[config.mk]
export PLATFORM = sky130hd
export DESIGN_NAME = scan_sequencer_flat
export DESIGN_NICKNAME = d
export VERILOG_FILES = /design/src/rtl/scan_sequencer_if.sv /design/src/rtl/scan_sequencer.sv /design/src/flat_wrapper.sv
export SDC_FILE = /design/constraint.sdc
export NUM_CORES = 1
export LEC_CHECK = 0
export ABC_AREA = 1
export BUFFER_PORTS_ARGS = -buffer_cell sky130_fd_sc_hd__buf_2
export CAP_MARGIN = 20
export CORE_ASPECT_RATIO = 0.7
export CORE_MARGIN = 2
export CORE_UTILIZATION = 56
export DETAILED_ROUTE_END_ITERATION = 10
export MAX_ROUTING_LAYER = met4
export PLACE_DENSITY = 0.78
export SLEW_MARGIN = 20
export SYNTH_ARGS = -nofsm -noshare
export SYNTH_HDL_FRONTEND = slang
export SYNTH_SLANG_ARGS = --single-unit
[constraint.sdc]
create_clock -name clk -period 1.95 [get_ports clk]
set_input_delay 0.2925 -clock clk [delete_from_list [all_inputs] [get_ports clk]]
set_output_delay 0.2925 -clock clk [all_outputs]
set_load 0.03 [all_outputs]
[src/rtl/scan_sequencer_if.sv]
// Handshake bundle between a scan controller and the row-scan sequencer.
// The master drives scan requests; the slave (the sequencer) drives decoder outputs.
interface scan_sequencer_if;
   logic       start;
   logic       stop;
   logic       mode;
   logic [7:0] mask;
   logic [2:0] sel;
   logic       e;
   logic       row_tick;
   logic       frame_done;
   logic       busy;

   modport master (
      output start, stop, mode, mask,
      input  sel, e, row_tick, frame_done, busy
   );

   modport slave (
      input  start, stop, mode, mask,
      output sel, e, row_tick, frame_done, busy
   );
endinterface

[src/rtl/scan_sequencer.sv]
// Row-scan sequencer feeding a 3-to-8 decoder: dwells on each enabled row of an
// 8-row field, separated by one blank cycle, with continuous or single-frame scanning.
module scan_sequencer #(
   parameter int unsigned DWELL = 4
) (
   input logic             clk,
   input logic             rst_n,
   scan_sequencer_if.slave bus
);

   localparam logic [1:0] StIdle  = 2'd0;
   localparam logic [1:0] StScan  = 2'd1;
   localparam logic [1:0] StBlank = 2'd2;

   localparam logic [7:0] LastCnt = 8'(DWELL - 1);

   logic [1:0] state_q, state_d;
   logic [2:0] sel_q, sel_d;
   logic [7:0] cnt_q, cnt_d;
   logic [7:0] frame_mask_q, frame_mask_d;
   logic       eof_q, eof_d;
   logic       to_idle_q, to_idle_d;

   logic [7:0] above;
   logic       has_next;

   function automatic logic [2:0] lowest_row(input logic [7:0] m);
      lowest_row = 3'd0;
      for (int i = 7; i >= 0; i--) begin
         if (m[i]) lowest_row = 3'(i);
      end
   endfunction

   // Rows strictly above the current one; the search never wraps inside a frame.
   assign above    = frame_mask_q & (8'hFE << sel_q);
   assign has_next = |above;

   always_comb begin
      state_d      = state_q;
      sel_d        = sel_q;
      cnt_d        = cnt_q;
      frame_mask_d = frame_mask_q;
      eof_d        = eof_q;
      to_idle_d    = to_idle_q;
      if (bus.stop) begin
         state_d   = StIdle;
         sel_d     = 3'd0;
         cnt_d     = 8'd0;
         eof_d     = 1'b0;
         to_idle_d = 1'b0;
      end else begin
         unique case (state_q)
            StIdle: begin
               sel_d = 3'd0;
               cnt_d = 8'd0;
               if (bus.start && (bus.mask != 8'd0)) begin
                  frame_mask_d = bus.mask;
                  sel_d        = lowest_row(bus.mask);
                  state_d      = StScan;
               end
            end
            StScan: begin
               if (cnt_q == LastCnt) begin
                  cnt_d   = 8'd0;
                  state_d = StBlank;
                  if (has_next) begin
                     sel_d     = lowest_row(above);
                     eof_d     = 1'b0;
                     to_idle_d = 1'b0;
                  end else begin
                     eof_d = 1'b1;
                     if (!bus.mode) begin
                        frame_mask_d = bus.mask;
                        sel_d        = lowest_row(bus.mask);
                        to_idle_d    = (bus.mask == 8'd0);
                     end else begin
                        sel_d     = 3'd0;
                        to_idle_d = 1'b1;
                     end
                  end
               end else begin
                  cnt_d = cnt_q + 8'd1;
               end
            end
            StBlank: begin
               cnt_d     = 8'd0;
               eof_d     = 1'b0;
               to_idle_d = 1'b0;
               state_d   = to_idle_q ? StIdle : StScan;
               if (to_idle_q) sel_d = 3'd0;
            end
            default: begin
               state_d = StIdle;
               sel_d   = 3'd0;
               cnt_d   = 8'd0;
            end
         endcase
      end
   end

   always_ff @(posedge clk or negedge rst_n) begin
      if (!rst_n) begin
         state_q      <= StIdle;
         sel_q        <= 3'd0;
         cnt_q        <= 8'd0;
         frame_mask_q <= 8'd0;
         eof_q        <= 1'b0;
         to_idle_q    <= 1'b0;
      end else begin
         state_q      <= state_d;
         sel_q        <= sel_d;
         cnt_q        <= cnt_d;
         frame_mask_q <= frame_mask_d;
         eof_q        <= eof_d;
         to_idle_q    <= to_idle_d;
      end
   end

   // Outputs decode registered state only, so no input reaches an output combinationally.
   assign bus.sel        = sel_q;
   assign bus.e          = (state_q == StScan);
   assign bus.row_tick   = (state_q == StScan) && (cnt_q == LastCnt);
   assign bus.frame_done = (state_q == StBlank) && eof_q;
   assign bus.busy       = (state_q != StIdle);

endmodule

[src/flat_wrapper.sv]
// flat-port wrapper written by rule: the top's interface ports become plain ports
module scan_sequencer_flat 
#(
   parameter int unsigned DWELL = 4
)
  (clk, rst_n, bus_start, bus_stop, bus_mode, bus_mask, bus_sel, bus_e, bus_row_tick, bus_frame_done, bus_busy);
  scan_sequencer_if bus_i ();
  input logic clk;
  input logic rst_n;
  input wire logic [$bits(bus_i.start)-1:0] bus_start;
  input wire logic [$bits(bus_i.stop)-1:0] bus_stop;
  input wire logic [$bits(bus_i.mode)-1:0] bus_mode;
  input wire logic [$bits(bus_i.mask)-1:0] bus_mask;
  output wire logic [$bits(bus_i.sel)-1:0] bus_sel;
  output wire logic [$bits(bus_i.e)-1:0] bus_e;
  output wire logic [$bits(bus_i.row_tick)-1:0] bus_row_tick;
  output wire logic [$bits(bus_i.frame_done)-1:0] bus_frame_done;
  output wire logic [$bits(bus_i.busy)-1:0] bus_busy;
  assign bus_i.start = bus_start;
  assign bus_i.stop = bus_stop;
  assign bus_i.mode = bus_mode;
  assign bus_i.mask = bus_mask;
  assign bus_sel = bus_i.sel;
  assign bus_e = bus_i.e;
  assign bus_row_tick = bus_i.row_tick;
  assign bus_frame_done = bus_i.frame_done;
  assign bus_busy = bus_i.busy;
  scan_sequencer #(.DWELL(DWELL)) u_core (.clk(clk), .rst_n(rst_n), .bus(bus_i));
endmodule
After elaboration in Yosys (flattened, before gate mapping)
Index checks and enable logic that the tools add are counted.

Register bits: 23. Bits of input ports: 13. Output and inout port bits: 7. Word-level logic and storage cells: 79.

$add $sub $neg: 1. Equality and inequality tests: 10. Shifts and indexed selects: 1. Multiplexer cells: 45. Bitwise gates (word level): 2. Reduce and logical (&&, ||, !) cells: 14.

Operators by type and width (number): $mux 3 (22); $mux 8 (7); $pmux 8 s2 (1); $ne 3x2->1 const B (3); $pmux 3 s3 (1); $add 8x1->8 const B (1); $and 8x8->8 (1); $eq 8x2->1 const B (1); $logic_not 8->1 (1); $mux 1 (8); $reduce_bool 8->1 (1); $reduce_or 8->1 (1); $shl 8x3->8 const A (1); $mux 2 (3); $pmux 2 s3 (1); $reduce_and 2->1 (3); $reduce_and 6->1 (1); $ne 2x1->1 const B (2); $ne 2x2->1 const B (2); $pmux 1 s2 (2); $reduce_bool 2->1 (2); $logic_and 1x1->1 (3); $reduce_bool 3->1 (1); $eq 2x1->1 const B (1); 3 further kinds (3).

Depth between registers and ports, before layout
Depth after elaboration: 14. Gate-level depth with buffers: 14.

Least setup slack after synthesis
OpenSTA, ideal clock, no wires.

Path kind: flip-flop to flip-flop. Start: reg u_core.sel_q[1] (netlist: u_core.bus.sel[1]). End: reg u_core.frame_mask_q[5]. Library setup time: 0.117 ns. Arrival time: 1.567 ns. Required time: 1.833 ns. Path slack: 0.266 ns. Cell stages (with the launch flop): 15. Buffers on the path: 1. Cell sequence: dfrtp_1 inv_2 nand2_2 nand2_1 nand2_1 nand2_2 nor2_4 nand2_2 inv_2 nand3_2 nand2_2 nand2_4 buf_6 nand2_1 o21ai_2.

Word-level cells in the longest chain between the ends: 5.

RTL lines: start: declaration (RTL line scan_sequencer.sv:18) `logic [2:0] sel_q, sel_d;`; start signal: assignment (RTL line scan_sequencer.sv:111) `sel_q <= sel_d;`; $shl 8x3->8 (RTL line scan_sequencer.sv:35) `assign above = frame_mask_q & (8'hFE << sel_q);`; $and 8x8->8 (RTL line scan_sequencer.sv:35); $reduce_or 8->1 (RTL line scan_sequencer.sv:36) `assign has_next = |above;`; $ne 2x2->1 (no line); $reduce_and 6->1 (no line); end signal: assignment (RTL line scan_sequencer.sv:113) `frame_mask_q <= frame_mask_d;`; end: declaration (RTL line scan_sequencer.sv:20) `logic [7:0] frame_mask_q, frame_mask_d;`.

No other way between the ends. A chain may end at the register's enable or synchronous reset.

Worst setup path in the final report
Start: reg u_core.cnt_q[2]. End: out bus_row_tick.

Word-level cells in the longest chain between the ends: 2.

RTL lines: start: declaration (RTL line scan_sequencer.sv:19) `logic [7:0] cnt_q, cnt_d;`; start signal: assignment (RTL line scan_sequencer.sv:112) `cnt_q <= cnt_d;`; $eq 8x2->1 (RTL line scan_sequencer.sv:122) `assign bus.row_tick = (state_q == StScan) && (cnt_q == LastCnt);`; $logic_and 1x1->1 (RTL line scan_sequencer.sv:122); end: declaration (RTL line flat_wrapper.sv:16) `output wire logic [$bits(bus_i.row_tick)-1:0] bus_row_tick;`.

No other way between the ends.

==> summary.txt <==
Setup crit end kind: output pin
Routed WL: 3080 um
Layout cell share with drive strength beyond 1: 22.9%
PortBufs: 19
Combinational share of power: 37.4%
Slew Limit Fails: 0
Post-Route Setup TNS: 0 ns
Top cells by area, synth: dfrtp_1, nand2_1, inv_1, nor2_1, nand3_1
CP Data Arrival Time: 1.56 ns
DRC violations left: 0
Die footprint: 0.00286 mm^2
Syn avg cell area: 7.19 um^2
First-pass GRT wire length: 4790 um
Rel. slew slack: 66.8%
Lkg Pwr: 0.000833 uW
Final hold vios: 0
Pwr Density: 820 mW/mm^2
Top cell type's share of synthesized area: 40.3%
Die Height: 45.3 um
Post-route antenna net violation count: 0
Ant. Diodes: 0
Core area: 0.00222 mm^2
R2R cell count: 9
Syn Std Cell Area: 0.00137 mm^2
Final total power: 1260 uW
GRT Residual Overflow: 0
Reg2reg start: u_core.cnt_q[2]
Synth-to-Final Area Change: 12.7%
Clock Power Share: 16.7%
Worst-skew pair later-pin latency: 0.31 ns
Cts bufs inserted: 3
Root Buffer: clkbuf_4
Fillers: 197
Total Routing Usage GR: 22.9%
Number of setup violations in the final report: 0
DIE WIDTH: 63.0 um
Final Cell Area: 0.00154 mm^2
Netlist cell types: 25
Synth Instances: 190
R2R setup slack: 0.22 ns
Max-cap violations: 0
Part of the power in registers: 45.9%
Crit Path Class: register to output pin
RR Endpoint: u_core.bus.sel[1]
Starting density of the core: 61.4%
Sequential area share after synthesis: 40.3%
Highest net fanout along the worst path: 5
Skew final: 0.00183 ns
TritonCTS Sinks: 22
Placed cell areas: 0.00149 mm^2
Leading cell type in the layout, fill and taps excluded: nand2_1
Worst Tran Pin Value: 0.499 ns
Run status: completed
CTS max path bufs: 2
Initial antenna violation count: 0
DP Wirelength: 2380 um
RSZ-0062 raised after global routing: no
Sw Share: 40.5%
Period utilization: 94.8%
Startpoint Class: register
Synth warnings: 0
P_sw: 511 uW
Drt first-iter violations: 61
Drt pass-1 iters: 5
H-tree levels: 1
P_int: 751 uW
Synthesized Nets: 204
Vias in the first global route: 1082
Drt via density: 5.22
Yosys reg bits: 22
Critical Path RT: 1.66 ns
Hold slack: 0.191 ns
Cell taking the most area after synthesis: dfrtp_1
# rows: 14
Period minus WS final: 1.85 ns
Peak Freq: 541 MHz
FF+latch area: 551 um^2
Ports: 20
Final #Nets: 230
CTS tree: done
Final RePlAce weighted congestion: 0.962
Commonest non-fill, non-tap cells in the layout: nand2_1, inv_1, nor2_1, dfrtp_1, buf_2
DR WL/cell: 12.5 um
Worst min path class: input port to register
Multi-input gate area: 676 um^2
Vias: 1283
Critical path endpoint: bus_row_tick
Max VDD drop: 408 uV
Worst Setup SP: u_core.cnt_q[2]
Largest net degree at the start of global routing: 23
Clock Pin Slew Worst Setup and Hold Paths: 0.12 ns
[worst min-delay path by stage]
stage                   from           endpoint  slack, ns  depth (start not counted)
floorplan              rst_n  u_core.bus.sel[0]     -0.003                          0
global placement       rst_n    u_core.cnt_q[0]       0.28                          1
detailed placement     rst_n    u_core.cnt_q[0]       0.29                          1
CTS                 bus_stop    u_core.cnt_q[1]       0.20                          2
global route        bus_stop    u_core.cnt_q[1]       0.20                          2
finish              bus_stop    u_core.cnt_q[1]       0.19                          2
[routing by layer]
layer / vias up / track usage, % / routed length (um)
li1: 644 / - / -
met2: 52 / 33.8 / 1300
met4: 0 / 4.00 / 33
met5: - / - / 0
met1: 579 / 32.8 / 1510
met3: 8 / 5.24 / 240
[cell type report]
class,count,area share [%]
clock buffer,3,1.46
inverter,35,8.53
multi-input combinational,132,43.9
sequential,22,35.7
tap,32,2.60
timing repair buffer,22,7.80
[sequential cells by signal, indices dropped and copies added, names as in the netlist]
name	flops
u_core.to_idle_q	1
u_core.bus.sel	3
u_core.frame_mask_q	7
u_core.eof_q	1
u_core.state_q	2
u_core.cnt_q	8
[repair_timing]
| item | CTS | global route |
|---|---|---|
| hold buffers | 1 | 0 |
| endpoints found under the hold margin | 22 | 0 |
| setup endpoints to repair | 0 | 1 |
| gates resized for setup | 0 | 1 |
| buffers inserted | 0 | 2 |
[logic make-up after synthesis]
logic type	Yosys count	synth area share (%)
simple gates	107	36.6
fa+ha+maj	1	0.916
flops	22	40.3
compound gates	24	11.7
buf+inv	36	10.4
[synth_stat cells, drive strengths merged]
cell,number
nand2,55
inv,35
nor2,25
dfrtp,22
nand3,16
o21ai,14
nor3,6
a21oi,5
nand4,3
o22ai,2
a31oi,1
buf,1
ha,1
nand2b,1
o211ai,1
o31ai,1
or2,1
[per-stage QoR]
| stage | utilization [%] | worst slack [ns] | std cells |
|---|---|---|---|
| finish | 69.2 | 0.101 | 246 |
| global route | 69.2 | 0.0107 | 246 |
| CTS | 68.4 | 0.0327 | 244 |
| detailed placement | 67.0 | 0.301 | 240 |
| global placement | 67.0 | 0.307 | 240 |
| floorplan | - | 0.266 | 190 |
[power by group through the flow]
stage               logic [uW]  registers [uW]  clock network [uW]
floorplan                  344             594                   0
global placement           450             585                   0
global route               527             585                 230
detailed placement         461             586                   0
CTS                        465             577                 211
finish                     473             579                 211
[critical path: stages, from the launching register on]
cell and delay (ns):
dfrtp_1 0.43, or2_1 0.25, nor3_4 0.23, nand2_1 0.09
inv_1 0.06, buf_2 0.18
Power figures use the tool's default switching activity.
